### src/rtl/apb_master_arbiter.sv
// Round-robin APB master: two local requesters share one APB bus, with one-hot PSEL from the address MSB.
// Optional PREADY watchdog with per-requester ERR outputs when APB_TIMEOUT_EN is defined.
//
// state  | meaning
// IDLE   | bus free; arbitrate, handshake and latch the winner's payload
// SETUP  | PSEL asserted, PENABLE low, one cycle only
// ACCESS | PENABLE high; wait for PREADY (or the watchdog), then release the bus
module apb_master_arbiter #(
    parameter int DATA_WIDTH     = 32,
    parameter int ADDR_WIDTH     = 32,
    parameter int SLAVE_NUM      = 2,
    parameter int TIMEOUT_CYCLES = 16
) (
    input  logic                  PCLK,
    input  logic                  PRESETn,
    input  logic                  REQ0_VALID,
    input  logic                  REQ0_WRITE,
    input  logic [ADDR_WIDTH-1:0] REQ0_ADDR,
    input  logic [DATA_WIDTH-1:0] REQ0_WDATA,
    output logic                  REQ0_READY,
    output logic                  REQ0_DONE,
    output logic [DATA_WIDTH-1:0] REQ0_RDATA,
    input  logic                  REQ1_VALID,
    input  logic                  REQ1_WRITE,
    input  logic [ADDR_WIDTH-1:0] REQ1_ADDR,
    input  logic [DATA_WIDTH-1:0] REQ1_WDATA,
    output logic                  REQ1_READY,
    output logic                  REQ1_DONE,
    output logic [DATA_WIDTH-1:0] REQ1_RDATA,
`ifdef APB_TIMEOUT_EN
    output logic                  REQ0_ERR,
    output logic                  REQ1_ERR,
`endif
    output logic [SLAVE_NUM-1:0]  PSEL,
    output logic                  PENABLE,
    output logic                  PWRITE,
    output logic [ADDR_WIDTH-1:0] PADDR,
    output logic [DATA_WIDTH-1:0] PWDATA,
    input  logic [DATA_WIDTH-1:0] PRDATA,
    input  logic                  PREADY
);

    typedef enum logic [1:0] {ST_IDLE, ST_SETUP, ST_ACCESS} state_t;

    localparam logic [SLAVE_NUM-1:0] PSEL_S0 = SLAVE_NUM'(1);
    localparam logic [SLAVE_NUM-1:0] PSEL_S1 = SLAVE_NUM'(2);

    state_t                state_q, state_d;
    logic                  last_grant_q, last_grant_d;
    logic                  gnt_idx_q, gnt_idx_d;
    logic [SLAVE_NUM-1:0]  psel_q, psel_d;
    logic                  penable_q, penable_d;
    logic                  pwrite_q, pwrite_d;
    logic [ADDR_WIDTH-1:0] paddr_q, paddr_d;
    logic [DATA_WIDTH-1:0] pwdata_q, pwdata_d;
    logic                  done0_q, done0_d, done1_q, done1_d;
    logic [DATA_WIDTH-1:0] rdata0_q, rdata0_d, rdata1_q, rdata1_d;
    logic                  grant0, grant1;
    logic [ADDR_WIDTH-1:0] sel_addr;
    logic                  timeout_hit;
    logic                  xfer_end;

`ifdef APB_TIMEOUT_EN
    localparam int CNT_W = (TIMEOUT_CYCLES > 1) ? $clog2(TIMEOUT_CYCLES) : 1;
    logic [CNT_W-1:0] wait_cnt_q, wait_cnt_d;
    logic             err0_q, err0_d, err1_q, err1_d;

    assign timeout_hit = (wait_cnt_q == '0) & ~PREADY;
    assign REQ0_ERR    = err0_q;
    assign REQ1_ERR    = err1_q;
`else
    assign timeout_hit = 1'b0;
`endif

    // last_grant_q=1 means REQ1 won last, so REQ0 has priority on a tie
    assign grant0   = REQ0_VALID & (~REQ1_VALID | last_grant_q);
    assign grant1   = REQ1_VALID & (~REQ0_VALID | ~last_grant_q);
    assign sel_addr = grant1 ? REQ1_ADDR : REQ0_ADDR;
    assign xfer_end = (state_q == ST_ACCESS) & (PREADY | timeout_hit);

    always_ff @(posedge PCLK or negedge PRESETn) begin
        if (!PRESETn) state_q <= ST_IDLE;
        else          state_q <= state_d;
    end

    always_comb begin
        state_d = state_q;
        case (state_q)
            ST_IDLE:   if (grant0 | grant1) state_d = ST_SETUP;
            ST_SETUP:  state_d = ST_ACCESS;
            ST_ACCESS: if (xfer_end) state_d = ST_IDLE;
            default:   state_d = ST_IDLE;
        endcase
    end

    always_comb begin
        REQ0_READY = (state_q == ST_IDLE) & grant0;
        REQ1_READY = (state_q == ST_IDLE) & grant1;
        REQ0_DONE  = done0_q;
        REQ1_DONE  = done1_q;
        REQ0_RDATA = rdata0_q;
        REQ1_RDATA = rdata1_q;
        PSEL       = psel_q;
        PENABLE    = penable_q;
        PWRITE     = pwrite_q;
        PADDR      = paddr_q;
        PWDATA     = pwdata_q;
    end

    always_comb begin
        last_grant_d = last_grant_q;
        gnt_idx_d    = gnt_idx_q;
        psel_d       = psel_q;
        penable_d    = penable_q;
        pwrite_d     = pwrite_q;
        paddr_d      = paddr_q;
        pwdata_d     = pwdata_q;
        rdata0_d     = rdata0_q;
        rdata1_d     = rdata1_q;
        done0_d      = 1'b0;
        done1_d      = 1'b0;
`ifdef APB_TIMEOUT_EN
        wait_cnt_d   = wait_cnt_q;
        err0_d       = 1'b0;
        err1_d       = 1'b0;
`endif
        case (state_q)
            ST_IDLE: begin
                if (grant0 | grant1) begin
                    gnt_idx_d    = grant1;
                    last_grant_d = grant1;
                    pwrite_d     = grant1 ? REQ1_WRITE : REQ0_WRITE;
                    paddr_d      = sel_addr;
                    pwdata_d     = grant1 ? REQ1_WDATA : REQ0_WDATA;
                    psel_d       = sel_addr[ADDR_WIDTH-1] ? PSEL_S1 : PSEL_S0;
                end
            end
            ST_SETUP: begin
                penable_d = 1'b1;
`ifdef APB_TIMEOUT_EN
                wait_cnt_d = CNT_W'(TIMEOUT_CYCLES - 1);
`endif
            end
            ST_ACCESS: begin
                if (xfer_end) begin
                    psel_d    = '0;
                    penable_d = 1'b0;
                    done0_d   = ~gnt_idx_q;
                    done1_d   = gnt_idx_q;
                    if (PREADY & ~pwrite_q) begin
                        if (gnt_idx_q) rdata1_d = PRDATA;
                        else           rdata0_d = PRDATA;
                    end
`ifdef APB_TIMEOUT_EN
                    err0_d = timeout_hit & ~gnt_idx_q;
                    err1_d = timeout_hit & gnt_idx_q;
`endif
                end
`ifdef APB_TIMEOUT_EN
                else begin
                    wait_cnt_d = wait_cnt_q - 1'b1;
                end
`endif
            end
            default: ;
        endcase
    end

    always_ff @(posedge PCLK or negedge PRESETn) begin
        if (!PRESETn) begin
            last_grant_q <= 1'b1;
            gnt_idx_q    <= 1'b0;
            psel_q       <= '0;
            penable_q    <= 1'b0;
            pwrite_q     <= 1'b0;
            paddr_q      <= '0;
            pwdata_q     <= '0;
            rdata0_q     <= '0;
            rdata1_q     <= '0;
            done0_q      <= 1'b0;
            done1_q      <= 1'b0;
`ifdef APB_TIMEOUT_EN
            wait_cnt_q   <= '0;
            err0_q       <= 1'b0;
            err1_q       <= 1'b0;
`endif
        end else begin
            last_grant_q <= last_grant_d;
            gnt_idx_q    <= gnt_idx_d;
            psel_q       <= psel_d;
            penable_q    <= penable_d;
            pwrite_q     <= pwrite_d;
            paddr_q      <= paddr_d;
            pwdata_q     <= pwdata_d;
            rdata0_q     <= rdata0_d;
            rdata1_q     <= rdata1_d;
            done0_q      <= done0_d;
            done1_q      <= done1_d;
`ifdef APB_TIMEOUT_EN
            wait_cnt_q   <= wait_cnt_d;
            err0_q       <= err0_d;
            err1_q       <= err1_d;
`endif
        end
    end

endmodule

### config.mk
export PLATFORM = sky130hd
export DESIGN_NAME = apb_master_arbiter
export DESIGN_NICKNAME = d
export VERILOG_FILES = /design/src/rtl/apb_master_arbiter.sv
export SDC_FILE = /design/constraint.sdc
export NUM_CORES = 1
export LEC_CHECK = 0
export BUFFER_PORTS_ARGS = -buffer_cell sky130_fd_sc_hd__buf_2
export CAP_MARGIN = 20
export CELL_PAD_IN_SITES_DETAIL_PLACEMENT = 1
export CELL_PAD_IN_SITES_GLOBAL_PLACEMENT = 1
export CORE_MARGIN = 2
export CORE_UTILIZATION = 37
export CTS_BUF_LIST = sky130_fd_sc_hd__clkbuf_4
export CTS_CLUSTER_SIZE = 10
export DETAILED_ROUTE_END_ITERATION = 8
export MAX_ROUTING_LAYER = met4
export PLACE_DENSITY = 0.78
export SYNTH_ARGS = -nofsm -noshare
export SYNTH_HDL_FRONTEND = slang
export SYNTH_SLANG_ARGS = --single-unit
### constraint.sdc
create_clock -name PCLK -period 2.25 [get_ports PCLK]
set_input_delay 0.3375 -clock PCLK [delete_from_list [all_inputs] [get_ports PCLK]]
set_output_delay 0.3375 -clock PCLK [all_outputs]
set_load 0.02 [all_outputs]
* After elaboration in Yosys (flattened, before gate mapping)
Cells that the tools add are included.
Word-level totals: output and inout bits 136, input bits 167, logic and storage cells 54, register bits after elaboration 138
Operators by class: muxes and demuxes 15, bitwise operators 14, reduce and logical (&&, ||, !) cells 9, equality and inequality tests 4
Operator list (number):
- $mux 32 | 2
- $mux 2 | 4
- $reduce_and 4->1 | 2
- $and 1x1->1 | 6
- $mux 1 | 6
- $pmux 2 s3 | 1
- $reduce_and 2->1 | 3
- $not 1->1 | 5
- $ne 2x2->1 const B | 2
- $pmux 2 s2 | 1
- $reduce_bool 2->1 | 2
- $or 1x1->1 | 3
- $reduce_and 3->1 | 1
- $eq 2x1->1 const B | 1
- $eq 2x2->1 const B | 1
- $logic_not 2->1 | 1
- $pmux 1 s2 | 1

* Depth between registers and ports, before layout
word-level depth 7, mapped depth 6, mapped depth without buffers 4

* Worst setup path after synthesis
Ideal clock, no wire load.
path kind register to register, from register last_grant_q, to register paddr_q[10] (netlist: PADDR[10]), required time 2.125 ns, clock period less this slack 1.735 ns, path slack 0.515 ns, cell stages (with the launch flop) 5, arrival time 1.611 ns, cells stage by stage dfstp_2 > a21bo_2 > clkbuf_1 > mux2_2 > mux2_2
Between the ends: longest elaborated chain between the ends 5, elaborated cells between the ends (all ways) 8, classes of those cells mux: 1; bitwise: 6; reduce/logical: 1
RTL lines:
- start, declared | line 49 | logic last_grant_q, last_grant_d;
- start signal, assigned | line 188 | last_grant_q <= last_grant_d;
- $not 1->1 | line 77 | assign grant1 = REQ1_VALID & (~REQ0_VALID | ~last_grant_q);
- $or 1x1->1 | line 77
- $and 1x1->1 | line 77
- $or 1x1->1 | line 129 | if (grant0 | grant1) begin
- $reduce_and 2->1 (no source line)
- end signal, assigned | line 193 | paddr_q <= paddr_d;
- end, declared | line 54 | logic [ADDR_WIDTH-1:0] paddr_q, paddr_d;
Parallel ways exist; a longest one is shown, timed or not. A chain may end at the register's enable or synchronous reset.

* Worst setup path after layout
from input REQ0_VALID, to output REQ1_READY
Between the ends: longest elaborated chain between the ends 4
RTL lines:
- start, declared | line 16 | input logic REQ0_VALID,
- $not 1->1 | line 77
- $or 1x1->1 | line 77
- $and 1x1->1 | line 77
- $and 1x1->1 | line 98 | REQ1_READY = (state_q == ST_IDLE) & grant1;
- end, declared | line 27 | output logic REQ1_READY,
No other way between the ends.

==> metrics.md <==
| Metric | Value |
|---|---|
| Routed WL | `16900 um` |
| Total CTS buffers | `17` |
| Wire per inst | `17.8 um` |
| First-pass GRT wire length | `27100 um` |
| Yosys cell types | `27` |
| Final Critical Period | `2.15 ns` |
| WS Path Type | `input pin to primary output` |
| CTS tree | `built` |
| Syn Std Cell Area | `6090 um^2` |
| Cell area after layout | `8420 um^2` |
| Dpl hpwl | `12600 um` |
| Critical Path Source Type | `input pin` |
| Skew-Pair Late Insertion Delay | `0.53 ns` |
| Req. time, crit path | `1.91 ns` |
| Most used routing layer | `met2` |
| IO Pins | `303` |
| Fin Setup TNS | `0 ns` |
| Total setup buffers inserted after CTS | `0` |
| Slew Limit Headroom | `0.660` |
| Worst path arrival time | `1.81 ns` |
| Die W | `132 um` |
| Routability cong. | `0.768` |
| DRC Markers | `0` |
| Vias | `4460` |
| Syn. warnings | `0` |
| Port Buf Inserts | `302` |
| M3 GR Usage | `0.0473` |
| CTS max path bufs | `2` |
| Period utilization | `0.956` |
| Final setup violation count | `0` |
| Height of the die | `132 um` |
| Core area | `16000 um^2` |
| Die ar. | `17500 um^2` |
| Number of DRC violations after detailed-routing iteration 0 | `124` |
| Net Count, Synth | `548` |
| Clock transition at path regs | `0.13 ns` |
| Total clock sinks | `138` |
| Peak VDD IR | `0.000583 V` |
| Final ANT Viol Nets | `0` |
| Skew final | `0.0198 ns` |
| Largest net degree at the start of global routing | `57` |
| M1 GR Usage | `0.215` |
| Post-placement cell area | `7850 um^2` |
| CP max FO | `28` |
| Vias per cell | `4.69` |
| Layout cells sized above 1 | `0.734` |
| CTS HTree Levels | `4` |
| Drt first pass iters | `4` |
| Status | `completed` |
| Final hold violation count | `0` |
| Crit end category | `primary output` |
| HP Class | `input pin to flip-flop` |
| Effective utilization at floorplan | `0.381` |
| Placed Instances | `887` |
| Worst reg-to-reg setup slack | `0.32 ns` |
| P_leak | `4.22 nW` |
| Power Dens Cells | `1380 nW/um^2` |
| Max Cap Viol | `0` |
| Worst-Margin Slew | `0.510 ns` |
| Post-synthesis register bit count | `138` |
| Worst path cell trace | `dlygate4sd3_1 -> buf_2 -> a21bo_4 -> buf_8 -> nor3_1 -> buf_4` |
| Synth Area per Inst | `16.0 um^2` |
| RSZ-0062 raised after global routing | `no` |
| Overflow left after global routing | `0` |
| GRT Total Usage | `0.204` |
| Root Buffer | `clkbuf_4` |
| Area growth syn-to-layout | `38.3%` |
| Critical path's slowest cell | `dlygate4sd3_1` |
| Cells after synthesis | `381` |
| Row count | `46` |
| Grt met2 use | `0.367` |
| Peak Freq | `0.465 GHz` |
| Antenna violations before repair | `1` |
| Sequential area share after synthesis | `0.567` |
| Vias in the first global route | `5248` |
| Nets@finish | `886` |
| Layout Cells excl Fill | `950` |
| Fin. max-slew vios | `0` |
| Worst stage delay on the critical path | `0.54 ns` |
[state kept, by name, summed over array words and instances, names as in the netlist, 2 cells and up]
register	cells
REQ0_RDATA	32
PADDR	32
PWDATA	32
PSEL	2
state_q	2
REQ1_RDATA	32
[final cells by class]
type                    count  area (um^2)
diodes                      2         5.00
clock buffers              19          143
clock inverters            13          121
fillers                  1773         7580
inverters                   3         11.3
multi-input cells         219         2470
flip-flops and latches    138         3450
well taps                 216          270
repair buffers            340         1950
[logic make-up after synthesis]
logic type      Yosys count  synth area share
compound gates            9           0.00904
flops                   138             0.567
buf+inv                  24            0.0298
simple gates             14            0.0134
mux                     196             0.381
[what timing repair did]
action,in CTS,in global routing
endpoints found under the setup margin,1,1
resized for setup,1,2
hold endpoints to repair,101,0
hold buffers,29,0
[Yosys cell counts (all sizes together)]
| master | count | area share |
|---|---|---|
| mux2 | 195 | 0.38 |
| dfrtp | 137 | 0.56 |
| buf | 20 | 0.027 |
| nor2 | 5 | 0.0031 |
| a21oi | 4 | 0.0033 |
| inv | 3 | 0.0018 |
| nor3 | 2 | 0.0025 |
| o21ai | 2 | 0.0016 |
| a21bo | 1 | 0.0016 |
| a31oi | 1 | 0.0010 |
| and2 | 1 | 0.0010 |
| and3 | 1 | 0.0010 |
| clkbuf | 1 | 0.00062 |
| dfstp | 1 | 0.0043 |
| mux2i | 1 | 0.0016 |
| nand2 | 1 | 0.00062 |
| nand2b | 1 | 0.0010 |
| nand3b | 1 | 0.0018 |
| o311ai | 1 | 0.0014 |
| or2b | 1 | 0.0012 |
| or3 | 1 | 0.0010 |
[path summary, 6_finish.rpt]
kind,startpoint,end,cells past startpoint
worst max register to register,state_q[0],REQ1_RDATA[23],4
worst min-delay path,PRDATA[28],REQ1_RDATA[28],2
worst max-delay path,REQ0_VALID,REQ1_READY,6
worst min register to register,REQ0_RDATA[23],REQ0_RDATA[23],1
max in group asynchronous,PRESETn,REQ0_RDATA[26],3
min in group asynchronous,PRESETn,REQ0_RDATA[8],2
[per-stage QoR]
stage	hold WS (ns)	utilization	setup WS (ns)	total power [W]
after detailed placement	0.331	0.491	0.318	0.0102
after CTS	0.00403	0.526	0.0486	0.0118
after global routing	0.00461	0.526	0.0207	0.0123
after floorplan	0.0419	-	0.515	0.00809
after global placement	0.323	0.491	0.402	0.00992
final	0.0671	0.526	0.0988	0.0116
[cells in the final DEF, fill, tap and decap left out, types with 4 or more instances in the layout]
| master | instances |
|---|---|
| buf_2 | 300 |
| mux2_2 | 159 |
| dfrtp_1 | 137 |
| mux2_4 | 30 |
| dlygate4sd3_1 | 29 |
| clkbuf_4 | 19 |
| mux2_1 | 6 |
| nor2_1 | 5 |
| buf_12 | 5 |
| a21oi_1 | 4 |
| clkinv_4 | 4 |
| clkinvlp_4 | 4 |
| buf_4 | 4 |
[power breakdown]
part | leakage, nW | internal (W) | switching [W]
Combinational | 2.43 | 0.00259 | 0.00311
Clock | 0.133 | 0.000578 | 0.000932
Sequential | 1.66 | 0.00371 | 0.000690
[routing by layer]
layer	share of wire	up-vias	routed length, um
met5	0	-	0
met4	0.028	0	477
met2	0.55	175	9250
li1	-	2047	-
met3	0.050	32	853
met1	0.37	2206	6310
[critical path: cells and delay by family]
| family | cells | cell delay, ns |
|---|---|---|
| simple gates | 1 | 0.17 |
| buf+inv | 4 | 1.06 |
| compound gates | 1 | 0.24 |
Note: power is estimated with default switching activity, not from simulation.
